## src/rtl/render_sequencer.sv

```systemverilog
// render_sequencer: per-frame scheduler that loads the object once, then runs clear/project/draw per vsync
// Optional watchdog: define RENDER_WATCHDOG_EN.
// Ports: Clk, Reset_n (async active-low); frame_clk raw VGA_VS (async);
//   load_done/clear_done/proj_done/draw_done engine completions; fifo_empty triangle FIFO empty;
//   load_obj/clear_start/proj_start/draw_start one-cycle engine starts; frame_clk_rising_edge synced vsync pulse;
//   frame_done buffer swap pulse; busy (not in WAIT_VS); overrun_cnt saturating missed vsyncs; error sticky watchdog.
module render_sequencer #(
   parameter int TIMEOUT_W = 20,
   parameter int OVR_W     = 8
) (
   input  logic             Clk,
   input  logic             Reset_n,
   input  logic             frame_clk,
   input  logic             load_done,
   input  logic             clear_done,
   input  logic             proj_done,
   input  logic             draw_done,
   input  logic             fifo_empty,
   output logic             load_obj,
   output logic             clear_start,
   output logic             proj_start,
   output logic             draw_start,
   output logic             frame_clk_rising_edge,
   output logic             frame_done,
   output logic             busy,
   output logic [OVR_W-1:0] overrun_cnt,
   output logic             error
);
   typedef enum logic [2:0] {LOAD, LOAD_WAIT, WAIT_VS, CLEAR, RENDER, DRAIN, SWAP} state_t;
   state_t st, nxt;
   logic vs_s1, vs_s2, vs_q, dd_seen, drain_exit, timeout;
   logic load_d, clear_d, render_d, swap_d;
   // draw_done counts for the drain only once project has finished
   assign drain_exit = fifo_empty && (draw_done || dd_seen);
`ifdef RENDER_WATCHDOG_EN
   logic [TIMEOUT_W-1:0] wd;
   logic wd_run;
   assign wd_run  = st inside {LOAD_WAIT, CLEAR, RENDER, DRAIN};
   assign timeout = wd_run && (&wd);
   always_ff @(posedge Clk or negedge Reset_n)
      if (!Reset_n) begin
         wd    <= '0;
         error <= 1'b0;
      end else begin
         wd    <= (nxt != st) ? '0 : (wd_run && !(&wd)) ? wd + 1'b1 : wd;
         error <= error | timeout;
      end
`else
   assign timeout = 1'b0;
   // TIMEOUT_W only sizes the watchdog; this is 0 for any legal width
   assign error   = TIMEOUT_W < 1;
`endif
   always_ff @(posedge Clk or negedge Reset_n)
      if (!Reset_n) begin
         st                    <= LOAD;
         load_obj              <= 1'b0;
         clear_start           <= 1'b0;
         proj_start            <= 1'b0;
         draw_start            <= 1'b0;
         frame_done            <= 1'b0;
         vs_s1                 <= 1'b0;
         vs_s2                 <= 1'b0;
         vs_q                  <= 1'b0;
         frame_clk_rising_edge <= 1'b0;
         dd_seen               <= 1'b0;
         overrun_cnt           <= '0;
      end else begin
         st                    <= nxt;
         load_obj              <= load_d;
         clear_start           <= clear_d;
         proj_start            <= render_d;
         draw_start            <= render_d;
         frame_done            <= swap_d;
         vs_s1                 <= frame_clk;
         vs_s2                 <= vs_s1;
         vs_q                  <= vs_s2;
         frame_clk_rising_edge <= vs_s2 && !vs_q;
         dd_seen               <= (st == RENDER) ? proj_done && draw_done : (st == DRAIN) && (dd_seen || draw_done);
         if (frame_clk_rising_edge && st != WAIT_VS && !(&overrun_cnt))
            overrun_cnt <= overrun_cnt + 1'b1;
      end
   always_comb begin
      nxt = st;
      case (st)
         LOAD:      nxt = LOAD_WAIT;
         LOAD_WAIT: nxt = load_done ? WAIT_VS : st;
         WAIT_VS:   nxt = frame_clk_rising_edge ? CLEAR : st;
         CLEAR:     nxt = clear_done ? RENDER : st;
         RENDER:    nxt = proj_done ? DRAIN : st;
         DRAIN:     nxt = drain_exit ? SWAP : st;
         SWAP:      nxt = WAIT_VS;
         default:   nxt = LOAD;
      endcase
      if (timeout) nxt = WAIT_VS;
   end
   // start pulses fire on entry, so a watchdog abort never produces frame_done
   always_comb begin
      load_d   = st == LOAD;
      clear_d  = nxt == CLEAR && st != CLEAR;
      render_d = nxt == RENDER && st != RENDER;
      swap_d   = nxt == SWAP && st != SWAP;
      busy     = st != WAIT_VS;
   end
endmodule

```

## config.mk

```make
export PLATFORM = sky130hd
export DESIGN_NAME = render_sequencer
export DESIGN_NICKNAME = d
export VERILOG_FILES = /design/src/rtl/render_sequencer.sv
export SDC_FILE = /design/constraint.sdc
export NUM_CORES = 1
export LEC_CHECK = 0
export ABC_AREA = 1
export ABC_CLOCK_PERIOD_IN_PS = 1200
export BUFFER_PORTS_ARGS = -buffer_cell sky130_fd_sc_hd__clkbuf_2
export CAP_MARGIN = 15
export CORE_MARGIN = 2
export CORE_UTILIZATION = 41
export DETAILED_ROUTE_END_ITERATION = 10
export GPL_TIMING_DRIVEN = 0
export PLACE_DENSITY = 0.7
export SYNTH_ARGS = -nofsm -noshare
export SYNTH_HDL_FRONTEND = slang
export SYNTH_SLANG_ARGS = --single-unit
```

## constraint.sdc

```tcl
create_clock -name Clk -period 1.2 [get_ports Clk]
set_input_delay 0.24 -clock Clk [delete_from_list [all_inputs] [get_ports Clk]]
set_output_delay 0.24 -clock Clk [all_outputs]
set_load 0.01 [all_outputs]
```

==> metrics.txt, run 1 <==
# TYPE chip_impl_metric gauge
chip_impl_metric{name="postSynthAreaPerCell",unit="sq um"} 8.086
chip_impl_info{name="tritoncts",value="built"} 1
chip_impl_metric{name="postLayoutCellArea",unit="sq um"} 1413
chip_impl_metric{name="total_switching_power",unit="mW"} 1.008
chip_impl_metric{name="fp-row-count",unit=""} 17
chip_impl_info{name="rsz0062_at_grt",value="yes"} 1
chip_impl_metric{name="overall_overflow_remaining_after_global_route",unit=""} 0
chip_impl_metric{name="fin_crit",unit="ns"} 1.253
chip_impl_info{name="crit-reg2reg-capture",value="overrun_cnt[4]"} 1
chip_impl_metric{name="power.clock.fraction",unit="%"} 14.8
chip_impl_info{name="clk_root_buf",value="clkbuf_4"} 1
chip_impl_metric{name="pin_count",unit=""} 24
chip_impl_metric{name="floorplan.die.height",unit="um"} 52.85
chip_impl_metric{name="drt-pass1-iter-count",unit=""} 6
chip_impl_metric{name="worstMarginPinSlew",unit="ns"} 0.5112
chip_impl_metric{name="fmax",unit="MHz"} 798.1
chip_impl_metric{name="number_of_instances_in_the_placed_design",unit=""} 171
chip_impl_metric{name="power.internal",unit="mW"} 1.677
chip_impl_metric{name="vias",unit=""} 908
chip_impl_metric{name="yosysWarningCount",unit=""} 0
chip_impl_metric{name="maxSlewHeadroom",unit="%"} 65.92
chip_impl_info{name="outcome",value="complete, but fails checks"} 1
chip_impl_metric{name="viasPerCell",unit=""} 4.754
chip_impl_metric{name="cts_made_buffers",unit=""} 3
chip_impl_metric{name="total_power",unit="mW"} 2.685
chip_impl_metric{name="seq_power_share",unit="%"} 37.8
chip_impl_metric{name="power.share.combinational",unit="%"} 47.5
chip_impl_metric{name="seq_area_frac_synth",unit="%"} 51.15
chip_impl_info{name="crit_start",value="st[0]"} 1
chip_impl_metric{name="fp.dieW",unit="um"} 52.85
chip_impl_metric{name="antenna_cells_inserted",unit=""} 0
chip_impl_metric{name="clock_insertion_delay_worst_skew",unit="ns"} 0.30
chip_impl_metric{name="totalWireLength",unit="um"} 2234
chip_impl_metric{name="place.gp.congestion",unit=""} 0.7774
chip_impl_info{name="crit_path_end_kind",value="primary output"} 1
chip_impl_metric{name="finalCoreUtilization",unit="%"} 63.25
chip_impl_metric{name="synth_fp_nets",unit=""} 130
chip_impl_metric{name="period_share",unit="%"} 104.4
chip_impl_metric{name="nNetsFinal",unit=""} 173
chip_impl_metric{name="setup_total_negative_slack",unit="ns"} -0.05297
chip_impl_metric{name="cts_buffer_depth",unit=""} 2
chip_impl_metric{name="grt_pass1_vias",unit=""} 835
chip_impl_metric{name="synthesis.instances",unit=""} 121
chip_impl_info{name="violations",value="setup timing"} 1
chip_impl_metric{name="antenna_found_initial",unit=""} 0
chip_impl_metric{name="timing.max_cap.violations",unit=""} 0
chip_impl_metric{name="dieArea",unit="sq um"} 2793
chip_impl_metric{name="remaining_drc_errors",unit=""} 0
chip_impl_metric{name="timing.critical_path.arrival",unit="ns"} 1.01
chip_impl_metric{name="r2r_cells",unit=""} 6
chip_impl_metric{name="slew_viol_final",unit=""} 0
chip_impl_metric{name="timing.critical_path.required",unit="ns"} 0.96
chip_impl_metric{name="place.detailed.hpwl",unit="um"} 1403
chip_impl_metric{name="ff2ff_setup_slack",unit="ns"} 0.02
chip_impl_info{name="regToRegStartpoint",value="overrun_cnt[0]"} 1
chip_impl_metric{name="netlist-cell-type-count",unit=""} 20
chip_impl_metric{name="hold_crit_depth",unit=""} 1
chip_impl_metric{name="routed_wire_length_per_instance",unit="um"} 11.70
chip_impl_metric{name="grt_use_total",unit="%"} 17.89
chip_impl_metric{name="numPortBuffers",unit=""} 22
chip_impl_metric{name="global_route_wire_length_before_repair",unit="um"} 3525
chip_impl_metric{name="final.hold.worst_slack",unit="ns"} 0.04011
chip_impl_metric{name="post_layout_nonfiller_instances",unit=""} 191
chip_impl_metric{name="ys_seq_elements",unit=""} 20
chip_impl_metric{name="dpl_cell_area",unit="sq um"} 1126
chip_impl_info{name="hold_class",value="input port to flop"} 1
chip_impl_info{name="hold_end",value="vs_s1"} 1
chip_impl_metric{name="synthesis.area",unit="sq um"} 978.4
chip_impl_metric{name="start_util",unit="%"} 43.81
chip_impl_metric{name="synth_to_final_area_change",unit="%"} 44.37
chip_impl_metric{name="dp_worst_setup_slack",unit="ns"} -0.05135
chip_impl_metric{name="total_leakage_power",unit="nW"} 0.7398
chip_impl_metric{name="fraction_of_layout_cells_with_a_size_suffix_above_1",unit="%"} 44.79
chip_impl_info{name="worst_hold_startpoint",value="frame_clk"} 1
chip_impl_metric{name="final_setup_margin",unit="ns"} -0.05297
chip_impl_metric{name="drt_first_iter_violations",unit=""} 12
chip_impl_metric{name="detail-route-antenna-nets",unit=""} 0
chip_impl_metric{name="cts.clk_slew.worst_paths",unit="ns"} 0.12
chip_impl_metric{name="ir_worst_vdd",unit="uV"} 1123
chip_impl_metric{name="cellPowerDensity",unit="nW/um^2"} 1901
chip_impl_metric{name="netSwitchingFraction",unit="%"} 37.53
chip_impl_metric{name="path_max_fanout",unit=""} 2
chip_impl_metric{name="cts_htree_levels",unit=""} 1
chip_impl_info{name="timing.critical_path.from_type",value="flop"} 1
chip_impl_info{name="worstSetupPathType",value="flop to primary output"} 1
chip_impl_metric{name="core_area",unit="sq um"} 2233
chip_impl_metric{name="setup-violations-final",unit=""} 1
chip_impl_metric{name="final_hold_viol_count",unit=""} 0
chip_impl_metric{name="clock_sinks",unit=""} 20
chip_impl_metric{name="fin_clk_skew",unit="ns"} 0.009155
chip_impl_metric{name="grt_start_max_net_pins",unit=""} 21
[worst max path at each step]
stage                endpoint  slack [ns]  cells past startpoint
6_report                 busy       -0.05                      3
5_1_grt                  busy       -0.10                      3
4_1_cts                  busy       -0.06                      3
3_5_place_dp   overrun_cnt[3]       -0.05                      7
3_3_place_gp   overrun_cnt[7]       -0.01                      6
2_1_floorplan  overrun_cnt[7]        0.02                      6
[cell type report]
cell class,count,area [sq um]
sequential,20,509.2
tap,28,35.03
inverter,16,60.06
fill,190,820.8
buffer,1,7.507
multi-input combinational,83,479.2
timing repair buffer,39,285.3
clock buffer,4,36.28
[Yosys cell counts, drive strengths merged]
cell type  count  area, sq um
nor3           2        10.01
buf            2        15.01
o21ai          6        30.03
dfrtp         20        500.5
a21oi          1        5.000
nand2         47        193.9
xnor2          2        17.52
ha             1        12.51
inv           16        60.06
nor2          13        61.31
nand3          7        47.55
nand4          2        12.51
xor2           1        8.760
conb           1        3.750
[cell families after synthesis]
family	Yosys count	synth area share [%]
compound gates	7	3.580
flops	20	51.15
other cells	1	0.3833
simple gates	71	33.25
fa+ha+maj	1	1.279
xor+xnor	3	2.686
buf+inv	18	7.672
[routing by layer]
| metal | GRT usage, % | wire [um] | vias to the layer above |
|---|---|---|---|
| met1 | 19.64 | 914 | 428 |
| met3 | 3.955 | 89 | 4 |
| met2 | 32.50 | 1200 | 21 |
| li1 | - | - | 455 |
| met5 | 0 | 0 | - |
| met4 | 8.120 | 28 | 0 |
[power groups by stage]
stage | logic [mW] | clock network [mW] | registers (mW)
2_1_floorplan | 0.416 | 0 | 1.04
3_5_place_dp | 0.672 | 0 | 1.02
4_1_cts | 0.948 | 0.411 | 0.992
6_report | 1.27 | 0.396 | 1.01
3_3_place_gp | 0.654 | 0 | 1.02
5_1_grt | 1.39 | 0.434 | 1.03
[repair_timing]
action                                  CTS  global route
setup buffers                             9             7
endpoints found under the setup margin   11            17
pin swaps                                 6            16
gates resized for setup                   8            27
endpoints found under the hold margin    20             0
hold buffers                              1             0
[state kept, by name (all words and copies together), names as in the netlist]
| signal | cells |
|---|---|
| vs_q | 1 |
| st | 3 |
| vs_s2 | 1 |
| overrun_cnt | 8 |
| frame_done | 1 |
| load_obj | 1 |
| draw_start | 1 |
| frame_clk_rising_edge | 1 |
| clear_start | 1 |
| vs_s1 | 1 |
| dd_seen | 1 |
[cell usage in the layout, fill, tap and decap left out, types with 3 or more instances in the layout]
| master | n |
|---|---|
| nor2_2 | 3 |
| nand2_1 | 40 |
| nor2_4 | 3 |
| nand2_4 | 3 |
| nand2_2 | 4 |
| clkbuf_2 | 18 |
| nor2_1 | 7 |
| inv_2 | 3 |
| inv_1 | 13 |
| buf_6 | 4 |
| clkbuf_4 | 3 |
| dfrtp_1 | 13 |
| buf_4 | 15 |
| nand3_1 | 3 |
| o21ai_0 | 4 |
| dfrtp_2 | 7 |
[critical path, stage by stage, from the launching register on]
cell and delay (ns):
dfrtp_1 0.41, inv_2 0.09, nand3_4 0.08, buf_8 0.13
Power figures use the tool's default switching activity.
==> run 2, diff against run 1 <==
--- a/config.mk
+++ b/config.mk
@@ -5,15 +5,15 @@
 export SDC_FILE = /design/constraint.sdc
 export NUM_CORES = 1
 export LEC_CHECK = 0
-export ABC_AREA = 1
 export ABC_CLOCK_PERIOD_IN_PS = 1200
 export BUFFER_PORTS_ARGS = -buffer_cell sky130_fd_sc_hd__clkbuf_2
 export CAP_MARGIN = 15
 export CORE_MARGIN = 2
 export CORE_UTILIZATION = 41
+export CTS_BUF_LIST = sky130_fd_sc_hd__clkbuf_8
 export DETAILED_ROUTE_END_ITERATION = 10
 export GPL_TIMING_DRIVEN = 0
-export PLACE_DENSITY = 0.7
+export PLACE_DENSITY = 0.71
 export SYNTH_ARGS = -nofsm -noshare
 export SYNTH_HDL_FRONTEND = slang
 export SYNTH_SLANG_ARGS = --single-unit
==> run 2 against run 1 <==
Against the previous run: critical path depth increased by 2; combinational power about the same; synthesized cell count is 34% lower; total power up 4.7%; maximum frequency fell by 15%; sequential cell count is the same; the run still ends with setup timing left; wire length decreased by 17%.
==> metrics.txt, run 2 <==
# TYPE chip_impl_metric gauge
chip_impl_info{name="final_cell_mix",value="22 x clkbuf_2, 19 x dfrtp_1, 11 x buf_4"} 1
chip_impl_metric{name="pin_count",unit=""} 24
chip_impl_metric{name="drt_first_iter_violations",unit=""} 1
chip_impl_metric{name="netlist-cell-type-count",unit=""} 31
chip_impl_info{name="outcome",value="complete, but fails checks"} 1
chip_impl_metric{name="start_util",unit="%"} 42.68
chip_impl_metric{name="synthesis.instances",unit=""} 80
chip_impl_metric{name="final_hold_viol_count",unit=""} 0
chip_impl_metric{name="largest_reg_flops",unit=""} 8
chip_impl_info{name="timing.critical_path.cells",value="ha_2 > and2_4 > nand4_1 > nor3_2 > mux2_4"} 1
chip_impl_metric{name="routed_wire_length_per_instance",unit="um"} 12.47
chip_impl_info{name="layout_commonest_cell",value="clkbuf_2"} 1
chip_impl_info{name="crit_path_top_delay_cell",value="dfrtp_1"} 1
chip_impl_metric{name="fp-row-count",unit=""} 17
chip_impl_metric{name="numPortBuffers",unit=""} 22
chip_impl_metric{name="timing.critical_path.required",unit="ns"} 1.34
chip_impl_info{name="ys_top_cells_by_area",value="dfrtp_1 54%, mux2_2 3.6%, mux2_4 3.2%"} 1
chip_impl_metric{name="clock_insertion_delay_worst_skew",unit="ns"} 0.25
chip_impl_metric{name="regArea",unit="sq um"} 501.7
chip_impl_info{name="worstSetupPathType",value="flop to flop"} 1
chip_impl_metric{name="fraction_of_layout_cells_with_a_size_suffix_above_1",unit="%"} 54.17
chip_impl_metric{name="fmax",unit="MHz"} 679.9
chip_impl_metric{name="layout.filler_cells",unit=""} 195
chip_impl_metric{name="total_power",unit="mW"} 2.811
chip_impl_metric{name="overall_overflow_remaining_after_global_route",unit=""} 0
chip_impl_info{name="rsz0062_at_grt",value="yes"} 1
chip_impl_metric{name="grt_start_max_net_pins",unit=""} 21
chip_impl_metric{name="clock_sinks",unit=""} 20
chip_impl_metric{name="antenna_found_initial",unit=""} 0
chip_impl_metric{name="place.detailed.hpwl",unit="um"} 1155
chip_impl_metric{name="edff_count_synth",unit=""} 0
chip_impl_info{name="postSynth.topFlopCell",value="dfrtp_1"} 1
chip_impl_metric{name="period_share",unit="%"} 122.6
chip_impl_metric{name="cts_made_buffers",unit=""} 3
chip_impl_metric{name="grt_pass1_vias",unit=""} 699
chip_impl_metric{name="total_leakage_power",unit="nW"} 0.6173
chip_impl_metric{name="setup_total_negative_slack",unit="ns"} -1.816
chip_impl_metric{name="grt_use_total",unit="%"} 15.09
chip_impl_metric{name="postSynth.asyncResetShare",unit="%"} 100.0
chip_impl_metric{name="yosysWarningCount",unit=""} 0
chip_impl_metric{name="cellPowerDensity",unit="nW/um^2"} 2146
chip_impl_metric{name="antenna_cells_inserted",unit=""} 0
chip_impl_metric{name="floorplan.die.height",unit="um"} 51.52
chip_impl_metric{name="yosysTopAreaCellShare",unit="%"} 54.05
chip_impl_metric{name="synthesis.area",unit="sq um"} 925.9
chip_impl_metric{name="number_of_instances_in_the_placed_design",unit=""} 130
chip_impl_metric{name="critical-path-max-stage-delay",unit="ns"} 0.36
chip_impl_metric{name="grtUsageMet1",unit="%"} 17.14
chip_impl_metric{name="fin_crit",unit="ns"} 1.471
chip_impl_metric{name="worst-path-buf-inv",unit=""} 0
chip_impl_info{name="crit_path_end_kind",value="flop"} 1
chip_impl_metric{name="setup-violations-final",unit=""} 10
chip_impl_info{name="violations",value="setup timing"} 1
chip_impl_info{name="synth_common_cells",value="20 x dfrtp_1, 7 x nand2_1, 5 x a21oi_1, 5 x nand3_1"} 1
chip_impl_metric{name="totalWireLength",unit="um"} 1845
chip_impl_info{name="globalRoute.busiestLayer",value="met2"} 1
chip_impl_metric{name="fp.dieW",unit="um"} 51.52
chip_impl_metric{name="dp_worst_setup_slack",unit="ns"} -0.3335
chip_impl_metric{name="grt_util_met3",unit="%"} 3.736
chip_impl_metric{name="viasPerCell",unit=""} 5.061
chip_impl_metric{name="nNetsFinal",unit=""} 130
chip_impl_metric{name="met2_usage_grt",unit="%"} 26.71
chip_impl_metric{name="remaining_drc_errors",unit=""} 0
chip_impl_metric{name="timing.critical_path.arrival",unit="ns"} 1.61
chip_impl_info{name="register_containing_the_most_flip_flops_in_the_final_layout",value="overrun_cnt"} 1
chip_impl_metric{name="place.gp.congestion",unit=""} 0.7101
chip_impl_metric{name="multi_input_combinational_cell_area",unit="sq um"} 440.4
chip_impl_info{name="hold_class",value="input port to flop"} 1
chip_impl_info{name="timing.critical_path.from_type",value="flop"} 1
chip_impl_metric{name="cts.clk_slew.worst_paths",unit="ns"} 0.07
chip_impl_info{name="biggestRegsByFlops",value="overrun_cnt (8), st (3)"} 1
chip_impl_metric{name="path_max_fanout",unit=""} 3
chip_impl_metric{name="cts_buffer_depth",unit=""} 2
chip_impl_metric{name="ys_seq_elements",unit=""} 20
chip_impl_metric{name="timing.max_cap.violations",unit=""} 0
chip_impl_metric{name="seq_area_frac_synth",unit="%"} 54.05
chip_impl_metric{name="synth_fp_nets",unit=""} 89
chip_impl_metric{name="cts_htree_levels",unit=""} 1
chip_impl_info{name="synth.largest_area_cell",value="dfrtp_1"} 1
chip_impl_metric{name="synth_to_final_area_change",unit="%"} 41.49
chip_impl_info{name="clk_root_buf",value="clkbuf_8"} 1
chip_impl_metric{name="post_layout_nonfiller_instances",unit=""} 148
chip_impl_metric{name="vias",unit=""} 749
chip_impl_metric{name="drt-pass1-iter-count",unit=""} 2
chip_impl_metric{name="dieArea",unit="sq um"} 2654
chip_impl_metric{name="postSynthAreaPerCell",unit="sq um"} 11.57
chip_impl_metric{name="ir_worst_vdd",unit="uV"} 962.4
chip_impl_metric{name="slew_viol_final",unit=""} 0
chip_impl_metric{name="fin_clk_skew",unit="ns"} 0.004326
chip_impl_metric{name="core_area",unit="sq um"} 2170
chip_impl_metric{name="final_setup_margin",unit="ns"} -0.2707
chip_impl_metric{name="detail-route-antenna-nets",unit=""} 0
chip_impl_info{name="critical_path.top_delay_family",value="simple AND/OR/NAND/NOR gates"} 1
chip_impl_metric{name="global_route_wire_length_before_repair",unit="um"} 2946
chip_impl_info{name="yosysMostFrequentCell",value="dfrtp_1"} 1
chip_impl_info{name="tritoncts",value="built"} 1
run 2: cell types whose count changed in the layout (fill, tap and decap cells not counted), moves of 4 or more:
| cell | delta |
|---|---|
| buf_4 | -4 |
| clkbuf_2 | +4 |
| nand2_1 | -34 |
| nor2_1 | -5 |
| dfrtp_2 | -6 |
| dfrtp_1 | +6 |
| mux2_4 | +4 |
| inv_1 | -11 |
| nand2_2 | -4 |
| a21oi_1 | +4 |
run 2: stage by stage:
step / cell area, sq um / utilization, % / hold WS [ns]
after floorplan: 934.6 / - / -0.05559
after global placement: 1080 / 49.77 / 0.2224
after detailed placement: 1080 / 49.77 / 0.2281
after CTS: 1275 / 58.77 / 0.08315
after global routing: 1310 / 60.38 / 0.07680
final: 1310 / 60.38 / 0.09342
run 2: path summary, 6_finish.rpt:
| path | from | depth (start not counted) | slack [ns] | to |
|---|---|---|---|---|
| worst max-delay path | overrun_cnt[0] | 5 | -0.27 | overrun_cnt[6] |
| worst min-delay path | frame_clk | 1 | 0.09 | vs_s1 |
| worst max register to register | overrun_cnt[0] | 5 | -0.27 | overrun_cnt[6] |
| worst min register to register | vs_s1 | 0 | 0.35 | vs_s2 |
| max in group asynchronous | Reset_n | 2 | 0.37 | overrun_cnt[4] |
| min in group asynchronous | Reset_n | 2 | 0.47 | clear_start |
run 2: timing repair:
item / in CTS / in global routing
hold buffers: 1 / 0
endpoints found under the setup margin: 9 / 14
endpoints found under the hold margin: 20 / 0
pin swaps: 9 / 5
gates resized for setup: 11 / 8
setup buffers: 13 / 3
run 2: final cells by class:
class | count | share of cell area, %
sequential | 20 | 38.30
multi-input combinational | 54 | 33.62
timing repair buffer | 37 | 18.62
clock buffer | 4 | 4.202
tap | 28 | 2.674
buffer | 3 | 2.006
inverter | 2 | 0.5731
run 2: cells by family (layout without fill, tap and decap cells):
kind of cell,after synthesis,after routing,synth area share [%]
and+or+nand+nor,33,33,22.57
buffers and inverters,6,46,4.865
AOI/OAI and AO/OA,12,12,7.973
muxes,5,5,6.892
xor gates and xnor gates,2,2,1.892
DFF,20,20,54.05
adders and majority gates,1,1,1.351
other,1,1,0.4050
run 2: where the power goes:
part	switching, mW	internal [mW]	total (mW)	leakage, nW
Sequential	0.170	0.859	1.03	0.252
Clock	0.212	0.292	0.504	0.0288
Combinational	0.560	0.718	1.28	0.336
Total	0.942	1.87	2.81	0.617
run 2: metal layers:
layer  wire, um  share of wire (%)  vias up
met5          0                  0        -
li1           -                  -      356
met1        750                 41      375
met2       1010                 55       18
met4          0                  0        0
met3         84                4.6        0
==> run 3, diff against run 2 <==
--- a/config.mk
+++ b/config.mk
@@ -8,12 +8,13 @@
 export ABC_CLOCK_PERIOD_IN_PS = 1200
 export BUFFER_PORTS_ARGS = -buffer_cell sky130_fd_sc_hd__clkbuf_2
 export CAP_MARGIN = 15
-export CORE_MARGIN = 2
 export CORE_UTILIZATION = 41
 export CTS_BUF_LIST = sky130_fd_sc_hd__clkbuf_8
 export DETAILED_ROUTE_END_ITERATION = 10
 export GPL_TIMING_DRIVEN = 0
+export MAX_ROUTING_LAYER = met4
 export PLACE_DENSITY = 0.71
+export RECOVER_POWER = 50
 export SYNTH_ARGS = -nofsm -noshare
 export SYNTH_HDL_FRONTEND = slang
 export SYNTH_SLANG_ARGS = --single-unit
==> run 3 against run 2 <==
Against the previous run: the flow still finishes with violations (setup timing); hold slack worse by 0.0066 ns; core utilization is 4.1 points higher; combinational power is 4% higher; register-to-register slack better by 0.03 ns; wire length is 0.11% lower; sequential cell count stayed put; via count is 4.7% lower; clock power is 12% lower; first-iteration DRC count grew to 10 times the previous value; non-clock buffer count is 3 higher; die area is 7.6% lower; worst setup slack better by 0.034 ns; highest routed layer is now met4.
==> metrics.txt, run 3 (synthesis gave the netlist of run 2 again) <==
# TYPE chip_impl_metric gauge
chip_impl_info{name="outcome",value="complete, but fails checks"} 1
chip_impl_info{name="violations",value="setup timing"} 1
chip_impl_metric{name="fmax",unit="MHz"} 696.3
chip_impl_metric{name="numPortBuffers",unit=""} 22
chip_impl_metric{name="power.internal",unit="mW"} 1.843
chip_impl_metric{name="totalWireLength",unit="um"} 1843
chip_impl_metric{name="grt_use_total",unit="%"} 16.72
chip_impl_metric{name="fin_clk_skew",unit="ns"} 0.01107
chip_impl_info{name="crit_path_end_kind",value="primary output"} 1
chip_impl_metric{name="vias",unit=""} 714
chip_impl_metric{name="timing.critical_path.arrival",unit="ns"} 1.20
chip_impl_info{name="timing.critical_path.cells",value="nor3b_4 > inv_1 > clkbuf_2"} 1
chip_impl_metric{name="clock_sinks",unit=""} 20
chip_impl_info{name="final_cell_mix",value="22 x clkbuf_2, 17 x buf_4, 17 x dfrtp_1"} 1
chip_impl_metric{name="nNetsFinal",unit=""} 133
chip_impl_metric{name="antenna_found_initial",unit=""} 0
chip_impl_metric{name="synth_to_final_area_change",unit="%"} 42.16
chip_impl_metric{name="drt-pass1-iter-count",unit=""} 4
chip_impl_metric{name="antenna_cells_inserted",unit=""} 0
chip_impl_metric{name="fp-row-count",unit=""} 16
chip_impl_metric{name="final_hold_viol_count",unit=""} 0
chip_impl_metric{name="global_route_wire_length_before_repair",unit="um"} 2870
chip_impl_metric{name="clock_insertion_delay_worst_skew",unit="ns"} 0.26
chip_impl_metric{name="detail-route-antenna-nets",unit=""} 0
chip_impl_info{name="timing.critical_path.from_type",value="flop"} 1
chip_impl_info{name="layout_commonest_cell",value="clkbuf_2"} 1
chip_impl_metric{name="netSwitchingFraction",unit="%"} 34.33
chip_impl_metric{name="final_setup_margin",unit="ns"} -0.2362
chip_impl_metric{name="place.detailed.hpwl",unit="um"} 1110
chip_impl_metric{name="critical-path-max-stage-delay",unit="ns"} 0.44
chip_impl_metric{name="routed_wire_length_per_instance",unit="um"} 12.29
chip_impl_metric{name="timing.critical_path.required",unit="ns"} 0.96
chip_impl_metric{name="overall_overflow_remaining_after_global_route",unit=""} 0
chip_impl_info{name="worstSetupPathType",value="flop to primary output"} 1
chip_impl_metric{name="drt_first_iter_violations",unit=""} 10
chip_impl_info{name="rsz0062_at_grt",value="yes"} 1
chip_impl_info{name="register_containing_the_most_flip_flops_in_the_final_layout",value="overrun_cnt"} 1
chip_impl_metric{name="cts_buffer_depth",unit=""} 2
chip_impl_metric{name="grt_start_max_net_pins",unit=""} 21
chip_impl_metric{name="fp.dieW",unit="um"} 49.52
chip_impl_metric{name="cts_made_buffers",unit=""} 3
chip_impl_metric{name="dp_worst_setup_slack",unit="ns"} -0.3129
chip_impl_info{name="hold_class",value="input port to flop"} 1
chip_impl_metric{name="timing.max_cap.violations",unit=""} 0
chip_impl_metric{name="ir_worst_vdd",unit="uV"} 1196
chip_impl_info{name="crit_path_top_delay_cell",value="dfrtp_2"} 1
chip_impl_metric{name="fraction_of_layout_cells_with_a_size_suffix_above_1",unit="%"} 58.54
chip_impl_metric{name="cellPowerDensity",unit="nW/um^2"} 2133
chip_impl_info{name="biggestRegsByFlops",value="overrun_cnt (8), st (3)"} 1
chip_impl_info{name="clk_root_buf",value="clkbuf_8"} 1
chip_impl_metric{name="setup_total_negative_slack",unit="ns"} -1.587
chip_impl_metric{name="power.clock.fraction",unit="%"} 15.8
chip_impl_metric{name="setup-violations-final",unit=""} 11
chip_impl_info{name="critical_path.top_delay_family",value="flip-flops"} 1
chip_impl_metric{name="finalCoreUtilization",unit="%"} 64.46
chip_impl_info{name="tritoncts",value="built"} 1
chip_impl_metric{name="total_switching_power",unit="mW"} 0.9636
chip_impl_metric{name="seq_power_share",unit="%"} 36.6
chip_impl_metric{name="fin_crit",unit="ns"} 1.436
chip_impl_metric{name="power.share.combinational",unit="%"} 47.6
chip_impl_metric{name="layout.filler_cells",unit=""} 161
chip_impl_metric{name="path_max_fanout",unit=""} 4
chip_impl_metric{name="pin_count",unit=""} 24
chip_impl_metric{name="place.gp.congestion",unit=""} 0.7844
chip_impl_metric{name="viasPerCell",unit=""} 4.760
chip_impl_metric{name="worst-path-buf-inv",unit=""} 2
chip_impl_metric{name="dieArea",unit="sq um"} 2452
chip_impl_metric{name="remaining_drc_errors",unit=""} 0
chip_impl_metric{name="total_leakage_power",unit="nW"} 0.6353
chip_impl_metric{name="slew_viol_final",unit=""} 0
chip_impl_metric{name="floorplan.die.height",unit="um"} 49.52
chip_impl_metric{name="core_area",unit="sq um"} 2042
chip_impl_metric{name="period_share",unit="%"} 119.7
chip_impl_metric{name="start_util",unit="%"} 45.34
chip_impl_metric{name="postLayoutCellArea",unit="sq um"} 1316
chip_impl_metric{name="largest_reg_flops",unit=""} 8
chip_impl_metric{name="grt_pass1_vias",unit=""} 648
chip_impl_metric{name="cts_htree_levels",unit=""} 1
chip_impl_metric{name="cts.clk_slew.worst_paths",unit="ns"} 0.08
chip_impl_metric{name="dpl_cell_area",unit="sq um"} 1079
-- run 3: changes by cell type in the layout (fill, tap and decap cells not counted), moves of 2 or more --
cell,before,now
nand3_2,1,4
dfrtp_1,19,17
nand3_1,4,2
buf_4,11,17
nand2_2,0,2
buf_6,6,2
dfrtp_2,1,3
-- run 3: per-layer routing --
layer	share of wire [%]	global-route usage (%)	up-vias	routed length, um
met3	6.2	5.864	5	114
met2	46	24.55	25	851
met4	2.4	10.00	0	44
li1	-	-	356	-
met1	45	19.64	328	832
met5	0	-	-	0
-- run 3: power by group through the flow --
stage | Clock [mW] | Combinational (mW) | Sequential, mW
floorplan | 0 | 0.597 | 1.08
global placement | 0 | 0.890 | 1.03
detailed placement | 0 | 0.913 | 1.05
CTS | 0.459 | 1.14 | 1.03
global route | 0.491 | 1.46 | 1.06
finish | 0.444 | 1.33 | 1.03
-- run 3: final cells by class --
class / instances / area [sq um] / share of cell area, %
plain buffers: 2 / 15.01 / 1.141
repair buffers: 41 / 260.3 / 19.77
flip-flops and latches: 20 / 504.2 / 38.31
clock buffers: 3 / 41.29 / 3.137
multi-input cells: 54 / 450.4 / 34.22
inverters: 2 / 7.507 / 0.5703
well taps: 27 / 33.78 / 2.567
clock inverters: 1 / 3.754 / 0.2852
-- run 3: path summary, 6_finish.rpt --
path | slack (ns) | startpoint | to | cells past startpoint
setup / recovery | -0.24 | st[2] | busy | 3
hold / removal | 0.09 | frame_clk | vs_s1 | 1
setup reg to reg | -0.24 | st[2] | overrun_cnt[1] | 5
hold reg to reg | 0.36 | vs_s1 | vs_s2 | 0
max in group asynchronous | 0.38 | Reset_n | st[2] | 2
min in group asynchronous | 0.46 | Reset_n | overrun_cnt[5] | 2
-- run 3: timing repair --
item                       in CTS  in global routing
resized for setup               8                 11
hold endpoints to repair       20                  0
setup buffers                   9                  8
cloned                          0                  1
setup endpoints to repair       9                 14
hold buffers                    1                  0
pin swaps                       6                  9
-- run 3: worst register-to-register path, delay by kind of cell (launching register included) --
family        cells  cell delay (ns)
buf+inv           1             0.16
mux               1             0.30
flops             1             0.44
simple gates      3             0.42
-- run 3: stage by stage --
step                      hold WS (ns)  std cells  total power [mW]
after floorplan               -0.05559         80             1.679
after global placement          0.2215        129             1.924
after detailed placement        0.2281        129             1.962
after CTS                      0.08039        143             2.629
after global routing           0.06900        150             3.003
final                          0.08686        150             2.807
